## config.mk

```make
export PLATFORM = sky130hd
export DESIGN_NAME = vga_timing_gen
export DESIGN_NICKNAME = d
export VERILOG_FILES = /design/src/rtl/vga_timing_gen.sv
export SDC_FILE = /design/constraint.sdc
export NUM_CORES = 1
export LEC_CHECK = 0
export ABC_CLOCK_PERIOD_IN_PS = 4800
export BUFFER_PORTS_ARGS = -buffer_cell sky130_fd_sc_hd__buf_4
export CORE_MARGIN = 10
export CORE_UTILIZATION = 59
export DETAILED_ROUTE_END_ITERATION = 8
export GPL_TIMING_DRIVEN = 0
export PLACE_DENSITY = 0.84
export SYNTH_ARGS = -nofsm -noshare
export SYNTH_HDL_FRONTEND = slang
export SYNTH_SLANG_ARGS = --single-unit
```

## constraint.sdc

```tcl
create_clock -name clk -period 4.8 [get_ports clk]
set_input_delay 0.24 -clock clk [delete_from_list [all_inputs] [get_ports clk]]
set_output_delay 0.24 -clock clk [all_outputs]
set_load 0.02 [all_outputs]
```

## src/rtl/vga_timing_gen.sv

```systemverilog
// Parametrised VGA raster timing generator with an internal pixel-rate divider.
// Counters and every decoded output are registered on the same edge, so sync, blank and coordinates never skew.
module vga_timing_gen #(
   parameter int   H_ACTIVE = 640,
   parameter int   H_FP     = 16,
   parameter int   H_SYNC   = 96,
   parameter int   H_BP     = 48,
   parameter int   V_ACTIVE = 480,
   parameter int   V_FP     = 10,
   parameter int   V_SYNC   = 2,
   parameter int   V_BP     = 33,
   parameter logic HS_POL   = 1'b0,
   parameter logic VS_POL   = 1'b0,
   parameter int   CLK_DIV  = 2,
   parameter int   CNT_W    = 10
) (
   input  logic             clk,
   input  logic             clear,
   input  logic             en,
   output logic             pix_stb,
   output logic             hsync,
   output logic             vsync,
   output logic             bright,
   output logic [CNT_W-1:0] hcount,
   output logic [CNT_W-1:0] vcount,
   output logic [CNT_W-1:0] xpos,
   output logic [CNT_W-1:0] ypos,
   output logic             line_start,
   output logic             frame_start
);

   localparam int H_TOTAL = H_SYNC + H_BP + H_ACTIVE + H_FP;
   localparam int V_TOTAL = V_SYNC + V_BP + V_ACTIVE + V_FP;
   localparam int HA0     = H_SYNC + H_BP;
   localparam int VA0     = V_SYNC + V_BP;
   localparam int DIV_W   = (CLK_DIV > 1) ? $clog2(CLK_DIV) : 1;

   localparam logic [DIV_W-1:0] DIV_LAST = DIV_W'(CLK_DIV - 1);
   localparam logic [CNT_W-1:0] H_LAST   = CNT_W'(H_TOTAL - 1);
   localparam logic [CNT_W-1:0] V_LAST   = CNT_W'(V_TOTAL - 1);
   localparam logic [CNT_W-1:0] HA0_C    = CNT_W'(HA0);
   localparam logic [CNT_W-1:0] VA0_C    = CNT_W'(VA0);
   // Region bounds are one bit wider so an active area ending exactly at 2**CNT_W still compares correctly.
   localparam logic [CNT_W:0]   H_SYNC_W = (CNT_W+1)'(H_SYNC);
   localparam logic [CNT_W:0]   V_SYNC_W = (CNT_W+1)'(V_SYNC);
   localparam logic [CNT_W:0]   HA0_W    = (CNT_W+1)'(HA0);
   localparam logic [CNT_W:0]   HA1_W    = (CNT_W+1)'(HA0 + H_ACTIVE);
   localparam logic [CNT_W:0]   VA0_W    = (CNT_W+1)'(VA0);
   localparam logic [CNT_W:0]   VA1_W    = (CNT_W+1)'(VA0 + V_ACTIVE);

   if ((2**CNT_W) < H_TOTAL || (2**CNT_W) < V_TOTAL || CLK_DIV < 1) begin : g_bad_cfg
      $error("vga_timing_gen: CNT_W too small for the raster or CLK_DIV < 1");
   end

   logic [DIV_W-1:0] r_div;
   logic             r_pix_stb;
   logic [CNT_W-1:0] r_hcount;
   logic [CNT_W-1:0] r_vcount;
   logic [CNT_W-1:0] r_xpos;
   logic [CNT_W-1:0] r_ypos;
   logic             r_hsync;
   logic             r_vsync;
   logic             r_bright;
   logic             r_line;
   logic             r_frame;

   logic             w_adv;
   logic             w_h_wrap;
   logic             w_v_wrap;
   logic [DIV_W-1:0] w_div_nx;
   logic [CNT_W-1:0] w_hcount_nx;
   logic [CNT_W-1:0] w_vcount_nx;
   logic             w_h_act;
   logic             w_v_act;

   // Next divider/counter values and the decode of the position about to be presented.
   always_comb begin
      w_adv       = r_pix_stb & en;
      w_h_wrap    = (r_hcount == H_LAST);
      w_v_wrap    = (r_vcount == V_LAST);
      w_div_nx    = (r_div == DIV_LAST) ? DIV_W'(0) : r_div + DIV_W'(1);
      w_hcount_nx = r_hcount;
      w_vcount_nx = r_vcount;
      if (w_adv) begin
         if (w_h_wrap) begin
            w_hcount_nx = CNT_W'(0);
            w_vcount_nx = w_v_wrap ? CNT_W'(0) : r_vcount + CNT_W'(1);
         end else begin
            w_hcount_nx = r_hcount + CNT_W'(1);
         end
      end else begin
         w_hcount_nx = r_hcount;
      end
      w_h_act = ({1'b0, w_hcount_nx} >= HA0_W) && ({1'b0, w_hcount_nx} < HA1_W);
      w_v_act = ({1'b0, w_vcount_nx} >= VA0_W) && ({1'b0, w_vcount_nx} < VA1_W);
   end

   // State and output registers; a low en holds everything except the single-cycle pulses.
   always_ff @(posedge clk or negedge clear) begin
      if (!clear) begin
         r_div     <= DIV_W'(0);
         r_pix_stb <= 1'b0;
         r_hcount  <= CNT_W'(0);
         r_vcount  <= CNT_W'(0);
         r_xpos    <= CNT_W'(0);
         r_ypos    <= CNT_W'(0);
         r_hsync   <= HS_POL;
         r_vsync   <= VS_POL;
         r_bright  <= 1'b0;
         r_line    <= 1'b0;
         r_frame   <= 1'b0;
      end else if (en) begin
         r_div     <= w_div_nx;
         r_pix_stb <= (w_div_nx == DIV_LAST);
         r_hcount  <= w_hcount_nx;
         r_vcount  <= w_vcount_nx;
         r_hsync   <= ({1'b0, w_hcount_nx} < H_SYNC_W) ? HS_POL : ~HS_POL;
         r_vsync   <= ({1'b0, w_vcount_nx} < V_SYNC_W) ? VS_POL : ~VS_POL;
         r_bright  <= w_h_act & w_v_act;
         r_xpos    <= (w_h_act & w_v_act) ? (w_hcount_nx - HA0_C) : CNT_W'(0);
         r_ypos    <= (w_h_act & w_v_act) ? (w_vcount_nx - VA0_C) : CNT_W'(0);
         r_line    <= w_adv & w_h_wrap;
         r_frame   <= w_adv & w_h_wrap & w_v_wrap;
      end else begin
         r_line    <= 1'b0;
         r_frame   <= 1'b0;
      end
   end

   // The divider phase is held while disabled, so gating the strobes by en resumes without a lost pixel.
   assign pix_stb     = r_pix_stb & en;
   assign line_start  = r_line & en;
   assign frame_start = r_frame & en;
   assign hsync       = r_hsync;
   assign vsync       = r_vsync;
   assign bright      = r_bright;
   assign hcount      = r_hcount;
   assign vcount      = r_vcount;
   assign xpos        = r_xpos;
   assign ypos        = r_ypos;

endmodule

```

==> flow_summary.yaml, run 1 <==
run_status:
  status: "finished clean"
routing:
  vias: 2131
  wl_um: 6230
  initialDrtViolationCount: 256
  viasPerCell: 5.95
  drt_pass1_iterations: 5
  ant_nets: 0
  drc_errors: 0
  wl_per_cell_um: 17.4
synthesis:
  synth_ff_type: "dfrtp_1"
  syn_inst: 252
  synthTopCellsByArea: "dfrtp_1, inv_1, o22ai_2"
  synth-edff-count: 0
  yosys_register_bits: 46
  yosys.area.top_type: "dfrtp_1"
  synthDistinctLibCells: 57
  synth.avg_cell_area_um2: 10.1
  synth_top_cell_area_share: 0.450
  seq_area_frac_synth: 0.450
  synthesis.nets: 261
  yosys_warnings: 0
  synthArstFlopShare: 1.00
  syn-cell-area_mm2: 0.00256
floorplanning:
  ios: 49
  die_width_um: 85.8
  fp.dieArea_mm2: 0.00737
  coreArea_mm2: 0.00409
  start_util: 0.626
  std_cell_rows: 23
  die_h_um: 85.8
setup_path:
  ff2ff_setup_slack_ns: 1.30
  r2r_cells: 13
  crit_path_start_kind: "register"
  worstPathArrival_ns: 3.67
  cp_top_family: "compound AO/OA/AOI/OAI gates"
  cp_slowest_stage_delay_ns: 0.50
  timing.rr.start: "hcount[0]"
  reg2reg_to: "ypos[7]"
  end_kind: "register"
  critPathBufInv: 4
  cp.required_ns: 4.97
  critical_path_class: "reg2reg"
  path_max_fanout: 10
  cp_slowest_cell: "dfrtp_1"
  crit_chain: "ha_1, nand3_2, or3_1, buf_6, clkinv_8, buf_2, o21ai_0, ha_1, o21ai_1, a21o_1, a21o_2, buf_6, o22ai_2"
place:
  place_area_mm2: 0.00297
  place_congestion: 0.916
  dp_hpwl_um: 4580
  io_buffers: 47
  dp_slack_ns: 1.38
  place_inst: 349
timing:
  worst_pin_slew_ns: 0.765
  fin_ws_ns: 1.30
  relSlewSlack: 0.490
  slew_viol_final: 0
  fin_skew_ns: 0.00846
  finalSetupViolations: 0
  fmax_mhz: 286
  fin_crit_ns: 3.50
  hold_slack_ns: 0.291
  fin_crit_sh: 0.729
  finalSetupTns_ns: 0
  hold_viol_final: 0
  grt_setup_unrepaired: "false"
clocking:
  cts_tree: "built"
  cts-root-buf: "clkbuf_8"
  clock_latency_ns: 0.31
  cts_hold_buf: 1
  cts_sinks: 46
  clk_path_buf_depth: 2
  htree_levels: 2
  cts_setup_buffers: 0
  clk_pin_slew_ns: 0.10
  numCtsBuffers: 5
  cts_resized: 0
global_routing:
  use_met1: 0.223
  met2_usage: 0.258
  grt_pass1_wl_um: 10300
  top_usage_layer: "met2"
  grt_use_total: 0.171
  grt_util_met3: 0.0511
  grt_pass1_vias: 2066
  grt_overflow: 0
  antenna_found_initial: 0
  grt_start_max_net_pins: 47
power_and_ir_drop:
  comb_power_share: 0.246
  swShare: 0.363
  powerDensity_mw_per_mm2: 311
  power.share.sequential: 0.490
  p_clk_frac: 0.264
  power.internal_uw: 610
  peakVddDrop_v: 0.000215
  p_leak_nw: 1.49
  p_switching_uw: 347
finish:
  seq_area_mm2: 0.00115
  diodes: 0
  final_cells: 358
  synthToLayoutAreaGrowth_pct: 20.3
  nNetsFinal: 316
  final_cell_area_mm2: 0.00308
  multi_input_area_mm2: 0.00121
  drive_gt1_frac: 0.269
  fillCellCount: 290
run:
  maxCapViolations: 0
worst_hold_path:
  hp-start: "en"
  holdPathStages: 3
  min_to: "vsync"
  min_path_type: "in2reg"
==> final cells by class <==
type                            instances  share of cell area
Buffer                                  9              0.0179
Clock buffer                            5              0.0224
Clock inverter                          3             0.00813
Inverter                               33              0.0443
Multi-Input combinational cell        164               0.395
Sequential cell                        46               0.374
Tap cell                               50              0.0203
Timing Repair Buffer                   48               0.118
==> layer usage <==
metal  wire length [µm]  up-vias  share of wire
met5                  0        -              0
met4                152        0          0.024
met3                479       17          0.077
met2               2860       91           0.46
met1               2740     1023           0.44
li1                   -     1000              -
==> cells by family (layout without fill, tap and decap cells) <==
kind of cell             after synthesis  count (layout)  synth area share
multiplexers                           3               3            0.0117
flip-flops                            46              46             0.450
buffers and inverters                 42              98            0.0749
AO/OA/AOI/OAI                         65              65             0.195
XOR/XNOR                              21              21            0.0793
adder cells (fa/ha/maj)                6               6            0.0294
AND/OR/NAND/NOR                       69              69             0.159
==> state kept, by name, indices dropped and copies added (netlist names) <==
| signal | cells |
|---|---|
| vsync | 1 |
| r_frame | 1 |
| bright | 1 |
| r_line | 1 |
| hsync | 1 |
| ypos | 10 |
| r_pix_stb | 1 |
| hcount | 10 |
| vcount | 10 |
| xpos | 10 |
==> synth_stat cells, drive strengths merged, types with 2 or more instances <==
cell / number
dfrtp: 46
inv: 32
nand2: 13
nor2: 13
a21oi: 12
nand3: 12
o22ai: 12
o21ai: 11
xnor2: 11
xor2: 10
a31oi: 7
a22o: 6
ha: 6
and2: 5
clkbuf: 5
and3: 4
and4: 4
buf: 4
nand4: 4
mux2i: 3
nor3: 3
o211ai: 3
a211oi: 2
a21o: 2
o21bai: 2
o31ai: 2
or3: 2
==> through the flow <==
stage / util / power [mW]
3_3_place_gp: 0.727 / 0.699
5_1_grt: 0.753 / 1.01
2_1_floorplan: - / 0.615
3_5_place_dp: 0.727 / 0.706
6_report: 0.753 / 0.957
4_1_cts: 0.753 / 0.958
==> cells in the final DEF (no fill, tap or decap), drive strengths merged, types with 7 or more instances in the layout <==
master  instances
o21ai          11
nand3          12
xor2           10
dfrtp          46
a21oi          12
nand2          13
clkbuf         10
o22ai          12
nor2           13
buf            51
xnor2          11
inv            33
a31oi           7
==> how the worst max path moves through the flow <==
stage	from	endpoint	slack (ns)	cells past startpoint
final	hcount[0]	ypos[7]	1.30	13
after detailed placement	hcount[0]	ypos[7]	1.38	13
after floorplan	hcount[0]	ypos[3]	1.77	14
after global placement	hcount[0]	bright	1.42	13
after CTS	hcount[0]	ypos[7]	1.35	13
after global routing	hcount[0]	bright	1.04	13
==> worst reg2reg max path: cells and delay by family, from the launching register on <==
family | cells | cell delay (ns)
fa+ha+maj | 2 | 0.58
simple gates | 2 | 0.59
buf+inv | 4 | 0.64
flops | 1 | 0.50
compound gates | 5 | 1.05
==> power by group through the flow <==
stage          Sequential, mW  Combinational, mW  Clock, mW
2_1_floorplan           0.488              0.127          0
3_3_place_gp            0.470              0.229          0
3_5_place_dp            0.473              0.233          0
4_1_cts                 0.465              0.237      0.256
5_1_grt                 0.473              0.262      0.271
6_report                0.468              0.235      0.253
(Power assumes the default switching activity.)
==> run 2, diff against run 1 <==
==> config.mk (replaced) <==
export PLATFORM = sky130hd
export DESIGN_NAME = vga_timing_gen
export DESIGN_NICKNAME = d
export VERILOG_FILES = /design/src/rtl/vga_timing_gen.sv
export SDC_FILE = /design/constraint.sdc
export NUM_CORES = 1
export LEC_CHECK = 0
export ABC_CLOCK_PERIOD_IN_PS = 2900
export BUFFER_PORTS_ARGS = -buffer_cell sky130_fd_sc_hd__buf_4
export CORE_MARGIN = 10
export CORE_UTILIZATION = 50
export DETAILED_ROUTE_END_ITERATION = 8
export GPL_TIMING_DRIVEN = 0
export PLACE_DENSITY = 0.76
export SYNTH_ARGS = -nofsm -noshare
export SYNTH_HDL_FRONTEND = slang
export SYNTH_SLANG_ARGS = --single-unit
==> constraint.sdc (replaced) <==
create_clock -name clk -period 2.9 [get_ports clk]
set_input_delay 0.145 -clock clk [delete_from_list [all_inputs] [get_ports clk]]
set_output_delay 0.145 -clock clk [all_outputs]
set_load 0.02 [all_outputs]
==> run 2 against run 1 <==
- clock skew is 0.0034 ns lower
- cell area up 11%
- flip-flop and latch count did not move
- total power rose by 72%
- critical path depth down 1
- global-route usage down 1.7 points
- worst hold slack got worse by 0.093 ns
- non-clock buffer count is 22 higher
- utilization fell by 5.1 points
- cell count up 11%
- fmax rose by 26%
- routed wire length rose by 10%
- critical endpoint is now ypos[3]
- largest cell class unchanged
- largest power group unchanged
==> flow_summary.yaml, run 2 (synthesized netlist as in run 1, its figures left out) <==
power_and_ir_drop:
  comb_power_share: 0.305
  powerDensity_mw_per_mm2: 484
  power.share.sequential: 0.467
  total_power_mw: 1.65
  p_leak_nw: 1.61
  peakVddDrop_v: 0.000311
  p_clk_frac: 0.228
  power.internal_mw: 1.07
  p_switching_uw: 580
  swShare: 0.352
routing:
  wl_met2_um: 3220
  top_layer: "met4"
  viasPerCell: 5.56
  ant_nets: 0
  vias: 2203
  wl_met1_um: 2990
  wl_per_cell_um: 17.3
  wl_um: 6860
  drc_errors: 0
  wl_met3_um: 519
  initialDrtViolationCount: 245
  drt_pass1_iterations: 4
timing:
  slew_viol_final: 0
  worst_pin_slew_ns: 0.761
  hold_viol_final: 0
  fin_crit_ns: 2.79
  fin_ws_ns: 0.111
  finalSetupTns_ns: 0
  relSlewSlack: 0.492
  fin_skew_ns: 0.00504
  fmax_mhz: 359
  finalSetupViolations: 0
  fin_crit_sh: 0.962
finish:
  synthToLayoutAreaGrowth_pct: 33.0
  diodes: 0
  final_cell_area_mm2: 0.00340
  nNetsFinal: 338
  final_cell_mix: "buf_4, dfrtp_1, inv_1"
  fillCellCount: 349
  layout_commonest_cell: "buf_4"
  drive_gt1_frac: 0.377
  final_util: 0.702
setup_path:
  critical_path_class: "reg2reg"
  worstPathArrival_ns: 3.01
  timing.rr.start: "hcount[6]"
  crit_path_start_kind: "register"
  end_kind: "register"
  path_max_fanout: 8
  worstSetupStartpoint: "hcount[6]"
  r2r_cells: 12
  cp.required_ns: 3.12
clocking:
  cts-root-buf: "clkbuf_8"
  numCtsBuffers: 5
  cts_tree: "built"
  htree_levels: 2
  clk_path_buf_depth: 2
  clk_pin_slew_ns: 0.08
  cts_sinks: 46
  clock_latency_ns: 0.30
floorplanning:
  std_cell_rows: 25
  fp.dieArea_mm2: 0.00838
  ios: 49
  die_h_um: 91.5
  coreArea_mm2: 0.00485
  die_width_um: 91.5
  start_util: 0.527
global_routing:
  grt_start_max_net_pins: 47
  grt_pass1_wl_um: 10800
  grt_use_total: 0.155
  grt_overflow: 0
  grt_pass1_vias: 2134
  antenna_found_initial: 0
worst_hold_path:
  min_path_type: "in2reg"
  holdPathStages: 3
  hp-start: "en"
run:
  maxCapViolations: 0
place:
  dp_hpwl_um: 4450
  dp_slack_ns: -0.321
  place_congestion: 0.836
  io_buffers: 47
  place_area_mm2: 0.00301
run_status:
  status: "finished clean"
==> run 2: cell count changes in the layout (fill, tap and decap cells not counted), moves of 3 or more <==
cell and change:
dfrtp_2 +6, ha_1 -4, buf_4 +22, dfrtp_1 -6, o21ai_0 -3
==> run 2: worst paths after layout <==
path                        endpoint  slack, ns
min in group asynchronous    ypos[7]       0.38
setup / recovery             ypos[3]       0.11
max in group asynchronous  vcount[0]       2.09
hold reg to reg              xpos[2]       0.51
hold / removal                 vsync       0.20
setup reg to reg             ypos[3]       0.11
==> run 2: area by class of cell <==
type,instances,area (µm²),share of cell area
clock inverter,1,7.51,0.00221
sequential,46,1160,0.341
buffer,8,62.6,0.0184
clock buffer,6,72.6,0.0213
multi-input combinational,164,1330,0.390
inverter,33,136,0.0401
tap,67,83.8,0.0246
timing repair buffer,71,553,0.163
==> run 2: power by group through the flow <==
stage,combinational (mW),sequential [mW],clock (mW)
floorplan,0.219,0.817,0
finish,0.502,0.770,0.375
global placement,0.390,0.789,0
detailed placement,0.402,0.791,0
global route,0.551,0.779,0.407
CTS,0.460,0.765,0.384
==> run 2: worst max-delay path: stages (launching register included) <==
cell,delay (ns)
dfrtp_1,0.40
nand4bb_4,0.28
or3_4,0.49
clkinv_8,0.09
buf_8,0.12
o21ai_2,0.07
ha_2,0.22
buf_4,0.15
nor3_1,0.21
nand3_2,0.13
a21o_4,0.29
clkbuf_16,0.17
o22ai_2,0.10
==> run 2: routing by layer <==
metal,global-route usage,vias to the layer above
li1,-,1037
met2,0.240,84
met4,0.0457,0
met3,0.0387,14
met1,0.206,1068
met5,0,-
==> run 2: repair_timing <==
action,in CTS,in global routing
gates resized for setup,12,19
setup endpoints to repair,21,21
gates cloned,0,1
pin swaps,2,4
hold buffers,1,0
endpoints found under the hold margin,46,0
buffers inserted,8,14
==> run 2: metrics by stage <==
stage	instances	hold WS, ns
after floorplan	252	-0.151
after global placement	366	0.186
after detailed placement	366	0.188
after CTS	382	0.190
after global routing	396	0.229
final	396	0.198
